## src/rtl/seq_det_pkg.sv

```systemverilog
// Shared types and helpers for the programmable sequence detector.
// State encoding, default sizes and length clamping.
package seq_det_pkg;

  typedef enum logic {
    ST_IDLE   = 1'b0,
    ST_SEARCH = 1'b1
  } state_t;

  localparam int PAT_W_DEF = 8;
  localparam int CNT_W_DEF = 8;

  // 0 means 1; anything above the maximum means the maximum
  function automatic int clamp_len(
    input int len,
    input int pat_w
  );
    if (len < 1) return 1;
    if (len > pat_w) return pat_w;
    return len;
  endfunction

endpackage

```

## src/rtl/seq_det_match.sv

```systemverilog
// Masked compare of shift history against the pattern.
// Ports: hist, pattern, len (active bits from bit 0) -> hit.
module seq_det_match
  import seq_det_pkg::*;
#(
  parameter int PAT_W = PAT_W_DEF,
  localparam int LEN_W = $clog2(PAT_W + 1)
) (
  input  logic [PAT_W-1:0] hist,
  input  logic [PAT_W-1:0] pattern,
  input  logic [LEN_W-1:0] len,
  output logic             hit
);

  logic [PAT_W-1:0] mask;

  always_comb begin
    mask = '0;
    for (int i = 0; i < PAT_W; i++) begin
      mask[i] = (LEN_W'(i) < len);
    end
  end

  assign hit = (((hist ^ pattern) & mask) == '0);

endmodule

```

## src/rtl/seq_det_prog.sv

```systemverilog
// Programmable serial pattern detector with registered match pulse.
// Ports: clk, rst (async, low), cfg_load/cfg_pattern/cfg_len/
// cfg_overlap, en, a -> out, busy; match_cnt with SEQ_DET_MATCH_CNT_EN.
module seq_det_prog
  import seq_det_pkg::*;
#(
  parameter int PAT_W = PAT_W_DEF,
`ifdef SEQ_DET_MATCH_CNT_EN
  parameter int CNT_W = CNT_W_DEF,
`endif
  localparam int LEN_W = $clog2(PAT_W + 1)
) (
  input  logic             clk,
  input  logic             rst,
  input  logic             cfg_load,
  input  logic [PAT_W-1:0] cfg_pattern,
  input  logic [LEN_W-1:0] cfg_len,
  input  logic             cfg_overlap,
  input  logic             en,
  input  logic             a,
  output logic             out,
  output logic             busy
`ifdef SEQ_DET_MATCH_CNT_EN
  ,
  output logic [CNT_W-1:0] match_cnt
`endif
);

  state_t           state, state_n;
  logic [PAT_W-1:0] pat, pat_n;
  logic [LEN_W-1:0] len, len_n;
  logic             ovl, ovl_n;
  logic [PAT_W-1:0] hist, hist_n;
  logic [LEN_W-1:0] fill, fill_n;
  logic             out_n;

  logic [PAT_W-1:0] hist_sh;
  logic [LEN_W-1:0] fill_inc;
  logic             hit;
  logic             match;

  assign hist_sh  = {hist[PAT_W-2:0], a};
  assign fill_inc = (fill == LEN_W'(PAT_W)) ?
                    fill : fill + LEN_W'(1);

  seq_det_match #(
    .PAT_W (PAT_W)
  ) u_match (
    .hist    (hist_sh),
    .pattern (pat),
    .len     (len),
    .hit     (hit)
  );

  // a load in the same cycle discards the sample
  assign match = (state == ST_SEARCH) && en && !cfg_load &&
                 (fill_inc >= len) && hit;

  always_comb begin
    state_n = state;
    pat_n   = pat;
    len_n   = len;
    ovl_n   = ovl;
    hist_n  = hist;
    fill_n  = fill;
    out_n   = 1'b0;
    if (cfg_load) begin
      state_n = ST_SEARCH;
      pat_n   = cfg_pattern;
      len_n   = LEN_W'(clamp_len(int'(cfg_len), PAT_W));
      ovl_n   = cfg_overlap;
      hist_n  = '0;
      fill_n  = '0;
    end else if (state == ST_SEARCH && en) begin
      out_n = match;
      if (match && !ovl) begin
        hist_n = '0;
        fill_n = '0;
      end else begin
        hist_n = hist_sh;
        fill_n = fill_inc;
      end
    end
  end

  always_ff @(posedge clk or negedge rst) begin
    if (!rst) begin
      state <= ST_IDLE;
      pat   <= '0;
      len   <= LEN_W'(1);
      ovl   <= 1'b0;
      hist  <= '0;
      fill  <= '0;
      out   <= 1'b0;
    end else begin
      state <= state_n;
      pat   <= pat_n;
      len   <= len_n;
      ovl   <= ovl_n;
      hist  <= hist_n;
      fill  <= fill_n;
      out   <= out_n;
    end
  end

  assign busy = (state == ST_SEARCH);

`ifdef SEQ_DET_MATCH_CNT_EN
  always_ff @(posedge clk or negedge rst) begin
    if (!rst) begin
      match_cnt <= '0;
    end else if (cfg_load) begin
      match_cnt <= '0;
    end else if (match && match_cnt != '1) begin
      match_cnt <= match_cnt + CNT_W'(1);
    end
  end
`endif

endmodule

```

## config.mk

```make
export PLATFORM = sky130hd
export DESIGN_NAME = seq_det_prog
export DESIGN_NICKNAME = d
export VERILOG_FILES = /design/src/rtl/seq_det_pkg.sv /design/src/rtl/seq_det_match.sv /design/src/rtl/seq_det_prog.sv
export SDC_FILE = /design/constraint.sdc
export NUM_CORES = 1
export LEC_CHECK = 0
export CORE_MARGIN = 8
export CORE_UTILIZATION = 45
export DETAILED_ROUTE_END_ITERATION = 10
export PLACE_DENSITY = 0.75
export SLEW_MARGIN = 20
export SYNTH_ARGS = -nofsm -noshare
export SYNTH_HDL_FRONTEND = slang
export SYNTH_HIERARCHICAL = 1
export SYNTH_SLANG_ARGS = --single-unit
```

## constraint.sdc

```tcl
create_clock -name clk -period 2.4 [get_ports clk]
set_input_delay 0.36 -clock clk [delete_from_list [all_inputs] [get_ports clk]]
set_output_delay 0.36 -clock clk [all_outputs]
set_load 0.01 [all_outputs]
```

==> results.md, run 1 <==
* Outcome: complete, no violations
* Peak Freq at 446 MHz
* Dominant synthesized flop cell: dfrtp_1
* Vias in the first global route at 1,057
* R2r startpoint: len[1]
* Avg WL per Cell at 16.7 um
* Vias at 1,010
* Avg Vias per Cell at 5.84
* DRC at 0
* R2R setup slack at 160 ps
* Slew Viols, Final at 0
* Worst setup path category: reg -> reg
* Max-slew headroom at 38.8%
* EDFF count, synth at 0
* Yosys cell types at 28
* Final Hold Viols at 0
* Layout net count at 167
* Net Count, Synth at 141
* Worst-case reg-to-reg path depth at 7
* Top cell type's share of synthesized area at 47.8%
* Placed wire-length estimate at 2.01 mm
* CTS Buf Count at 3
* Synthesized area per cell at 11.2 um^2
* Core box area at 0.00276 mm^2
* Dpl ws at -62.1 ps
* Reg2reg end: fill[2]
* Fillers at 233
* Initial antenna violation count at 0
* Worst-path fanout max at 6
* Port bufs at 19
* Total track usage at 11.5%
* Share of layout cells above drive strength 1 at 19.0%
* Worst slew pin tran at 918 ps
* Final Cycle Share at 93.4%
* Multi-input logic area at 653 um^2
* Non-Filler Instances at 173
* Mapped cell area at 0.00131 mm^2
* Leakage at 0.000736 uW
* # H-tree levels at 1
* Top cells by area, synth: dfrtp_1, mux2_2, a22o_1
* Clock latency on the worst-skew pair at 330 ps
* CTS clock-pin slew for the worst setup and hold paths at 140 ps
* Crit path arrival time at 2470 ps
* DRT Pass-1 Iters at 4
* Routed wire length at 2.89 mm
* Clk_skew at 1.68 ps
* Finish-stage setup viols at 0
* Seq. cell area at 652 um^2
* Worst EP required at 2630 ps
* Area growth syn-to-layout at 26.3%
* CP startpoint kind: flop
* GRT Residual Overflow at 0
* Hold buffer count at cts at 0
* Root buffer cell: clkbuf_4
* Area leader, netlist: dfrtp_1
* Cell Rows at 19
* Setup crit end: fill[2]
* Deepest clock path buffer count at 2
* GP Congestion at 0.772
* Post-synth ARST share at 100%
* Ys Warns at 6
* Post-Syn Instances at 117
* Setup slack after layout at 158 ps
* Endpoint type of the worst setup path: flop
* Worst hold margin at 362 ps
* Die Area at 0.00489 mm^2
* Initial core utilization at 47.5%
* Sequential cell area fraction in the yosys report at 49.8%
* Num Clock Sinks at 26
* Placed insts at 166
* First-pass GRT wire length at 4.74 mm
* Routed Antenna Nets at 0
* VDD IR-drop max at 0.606 mV
* Setup crit start: len[1]
* TritonCTS clock tree: built
* Hold Path Class: in -> async
* First DRT Iteration DRCs at 53
* Cell Pwr Density at 737 mW/mm^2
* Yosys reg bits at 26
* Max Cap Viol at 0
* Pin count of the biggest net entering global routing at 20
* Fin crit period at 2240 ps
* Ports at 20
* Die width at 70.0 um
* Final antenna diode count at 0
* Die Height at 70.0 um
-- power breakdown --
part / internal (uW) / switching (uW)
sequential: 488 / 49.4
clock: 169 / 136
combinational: 191 / 185
total: 848 / 371
-- layer usage --
metal	vias to the layer above	share of wire, %	GRT usage [%]
met5	-	0	0
met4	0	1.2	3.35
met3	6	2.7	3.53
met2	21	50	19.3
met1	507	46	13.6
li1	476	-	-
-- through the flow --
step	total power [uW]	util (%)	setup TNS [ps]	cell area [um^2]
after CTS	1150	57.9	0	1600
final	1220	60.0	0	1650
after global placement	815	55.7	0	1540
after global routing	1290	60.0	-1.67	1650
after detailed placement	833	55.7	-517	1540
after floorplan	742	-	0	1310
-- cells in the mapped netlist, drive strengths merged, types with 2 or more instances --
cell type and instances:
dfrtp 25, a22o 10, mux2 9, inv 8, xor2 8, nand2 7
o21ai 7, ha 6, nor2 6, a21oi 5, buf 3, nand3 3
a31oi 2, o22ai 2, o41ai 2, or3b 2, xnor2 2
-- final cells by class --
type	count	share of cell area [%]
multi-input combinational	80	39.5
inverter	8	1.82
clock inverter	1	1.82
tap	31	2.34
clock buffer	3	1.36
timing repair buffer	24	13.8
sequential	26	39.4
-- cells by family after synthesis --
kind of cell,count (synthesis),share of synthesized area [%]
compound gates,33,18.1
flops,26,49.8
simple gates,21,7.83
buf+inv,12,4.20
xor+xnor,10,6.69
mux,9,7.74
fa+ha+maj,6,5.73
-- cells in the final DEF, fill, tap and decap left out, drive strengths merged, types with 2 or more instances in the layout --
cell type / n
a21oi: 5
a22o: 10
a31o: 2
a31oi: 2
buf: 5
clkbuf: 3
clkdlybuf4s50: 19
dfrtp: 25
ha: 6
inv: 8
mux2: 9
nand2: 7
nand3: 3
nor2: 6
o21ai: 7
o22ai: 2
o41ai: 2
or3b: 2
xnor2: 2
xor2: 8
-- worst min-delay path by stage --
stage / start / to
6_report: rst / ovl
5_1_grt: rst / ovl
4_1_cts: rst / ovl
3_5_place_dp: hist[6] / hist[6]
3_3_place_gp: busy / busy
2_1_floorplan: rst / busy
-- state kept, by name, summed over array words and instances (netlist names) --
name,cells
fill,4
pat,8
busy,1
hist,7
len,4
out,1
ovl,1
-- worst max-delay path, stage by stage (launching register included) --
cell,delay [ps]
dfrtp_1,470
or3b_1,430
a211oi_1,220
a31oi_1,110
a21oi_1,240
a21boi_1,180
a31o_4,270
a22o_1,240
-- timing repair --
| item | 4_1_cts | 5_1_grt |
|---|---|---|
| pin swaps | 0 | 2 |
| setup endpoints to repair | 10 | 10 |
| setup buffers | 0 | 2 |
| cloned | 0 | 1 |
| resized for setup | 2 | 6 |
Power figures use the tool's default switching activity.
==> inputs of run 2 (changes only) <==
- MAX_ROUTING_LAYER: default -> met4
==> run 2 against run 1 <==
Against the previous run: total power unchanged; register-to-register slack about the same; first-iteration DRC count up 5.7%; critical path depth up 3; setup slack better by 7.2 ps; largest power group unchanged.
==> results.md, run 2 (synthesis results as in run 1) <==
* CP cell instances: inv_2 > ha_1 > nand2_1 > nor2_2 > xnor2_2 > ha_1 > or3b_4 > o2111ai_4 > a31o_4 > a22o_1
* Die width at 70.0 um (unchanged)
* CP startpoint kind: flop
* Cell Pwr Density at 737 mW/mm^2 (unchanged)
* Fin crit period at 2230 ps (-7.20 ps)
* TritonCTS clock tree: built
* Most frequent cells in the layout: dfrtp_1, clkdlybuf4s50_1, a22o_1
* Commonest non-fill, non-tap cell in the layout: dfrtp_1
* Cell Rows at 19 (unchanged)
* Pin count of the biggest net entering global routing at 20 (unchanged)
* Setup slack after layout at 165 ps (+7.20 ps)
* Top cell by count, worst path: ha_1
* CTS Buf Count at 3 (unchanged)
* R2R setup slack at 170 ps (about the same)
* First DRT Iteration DRCs at 56 (+5.7%)
* GP Congestion at 0.782 (+1.3%)
* Placed wire-length estimate at 2.01 mm (unchanged)
* Initial antenna violation count at 0 (unchanged)
* Final Hold Viols at 0 (unchanged)
* Utilization after layout at 60.0% (unchanged)
* Top Registers: pat: 8 flops, hist: 7 flops
* VDD IR-drop max at 0.607 mV (+0.10%)
* Reg2reg end: fill[2]
* Worst hold margin at 361 ps (-0.813 ps)
* Max Cap Viol at 0 (unchanged)
* Avg Vias per Cell at 5.84 (unchanged)
* Dpl ws at -62.1 ps (unchanged)
* CTS clock-pin slew for the worst setup and hold paths at 140 ps (about the same)
* Crit-path slowest cell: dfrtp_1
* Multi-input logic area at 653 um^2 (unchanged)
* Sw Pwr at 371 uW (about the same)
* Setup Total Neg Slack at 0 ps (unchanged)
* First-pass GRT wire length at 4.73 mm (-0.30%)
* Core box area at 0.00276 mm^2 (unchanged)
* Port bufs at 19 (unchanged)
* Max FFs per register at 8 (unchanged)
* Final Cycle Share at 93.1% (-0.30 points)
* Deepest clock path buffer count at 2 (unchanged)
* Worst slew pin tran at 918 ps (-0.200 ps)
* Pint at 848 uW (about the same)
* Worst EP required at 2670 ps (+40 ps)
* Max-slew headroom at 38.8% (about the same)
* Die Area at 0.00489 mm^2 (unchanged)
* Total chip power at 1220 uW (unchanged)
* Leakage at 0.000736 uW (unchanged)
* Root buffer cell: clkbuf_4
* R2r startpoint: fill[0]
* Buffers and inverters on the worst path at 1 (+1)
* Vias at 1,010 (unchanged)
* CP max stage delay at 450 ps (-20 ps)
* Clk network pwr share at 25.1% (about the same)
* Slew Viols, Final at 0 (unchanged)
* Crit-path leading delay family: simple AND/OR/NAND/NOR gates
* Die Height at 70.0 um (unchanged)
* Layout net count at 167 (unchanged)
* Hold Path Class: in -> async
* Comb pwr share at 30.9% (about the same)
* Vias in the first global route at 1,054 (-0.28%)
* Worst setup path category: reg -> reg
* Hold buffer count at cts at 0 (unchanged)
* Area growth syn-to-layout at 26.3% (unchanged)
* Routed wire length at 2.88 mm (-0.52%)
* # H-tree levels at 1 (unchanged)
* Sequential Power Share at 44.1% (about the same)
* Final antenna diode count at 0 (unchanged)
* Worst-path fanout max at 5 (-1)
* Num Clock Sinks at 26 (unchanged)
* Switching Share at 30.5% (about the same)
* Seq. cell area at 652 um^2 (unchanged)
* GRT Residual Overflow at 0 (unchanged)
* DRT Pass-1 Iters at 4 (unchanged)
* Finish-stage setup viols at 0 (unchanged)
* Share of layout cells above drive strength 1 at 19.0% (unchanged)
* Most flops, register: pat
* Outcome: complete, no violations
* Stages on worst setup path at 10 (+3)
* Endpoint type of the worst setup path: flop
* Fillers at 233 (unchanged)
* Crit path arrival time at 2510 ps (+40 ps)
* Routed Antenna Nets at 0 (unchanged)
* Ports at 20 (unchanged)
* Clock latency on the worst-skew pair at 330 ps (about the same)
* DRC at 0 (unchanged)
* Total track usage at 11.7% (+0.28 points)
* Clk_skew at 1.69 ps (+0.00442 ps)
* Worst-case reg-to-reg path depth at 10 (+3)
* Peak Freq at 447 MHz (+0.32%)
* Initial core utilization at 47.5% (unchanged)
* Avg WL per Cell at 16.6 um (-0.52%)
[run 2: cell type report]
cell class	instances	share of cell area, %
Sequential cell	26	39.4
Multi-Input combinational cell	80	39.5
Timing Repair Buffer	24	13.8
Tap cell	31	2.34
Clock inverter	1	1.82
Clock buffer	3	1.36
Inverter	8	1.82
[run 2: repair_timing]
action,in CTS,in global routing
gates resized for setup,2,6
pin swaps,0,2
endpoints found under the setup margin,10,10
gates cloned,0,1
setup buffers,0,2
[run 2: metrics by stage]
stage	instance area, um^2	std cells
final	1650	173
after global routing	1650	173
after CTS	1600	170
after detailed placement	1540	166
after global placement	1540	166
after floorplan	1310	117
[run 2: worst max path at each step]
stage                 start  slack, ps       to
floorplan           fill[0]        310  fill[2]
global placement    fill[0]        110  hist[2]
detailed placement  fill[0]        -60  fill[2]
CTS                 fill[0]         80  fill[2]
global route        fill[0]         -2  fill[2]
finish              fill[0]        170  fill[2]
[run 2: routing by layer]
metal  vias up  global-route usage (%)  wire length, um
met3         6                    3.53               93
li1        477                       -                -
met5         -                       -                0
met1       503                    13.5             1300
met2        24                    19.3             1450
met4         0                    3.35               37
[run 2: power groups by stage]
| stage | combinational (uW) | clock (uW) | sequential, uW |
|---|---|---|---|
| 6_report | 376 | 305 | 537 |
| 5_1_grt | 415 | 328 | 545 |
| 4_1_cts | 299 | 311 | 535 |
| 3_5_place_dp | 289 | 0 | 544 |
| 3_3_place_gp | 275 | 0 | 540 |
| 2_1_floorplan | 209 | 0 | 532 |
==> inputs of run 3 (changes only) <==
- ABC_CLOCK_PERIOD_IN_PS: default -> 2400
- CTS_CLUSTER_SIZE: default -> 16
- SLEW_MARGIN: 20 -> default
==> results of run 3 <==
Same layout as run 2: the final DEF is identical, and so are final timing and power.
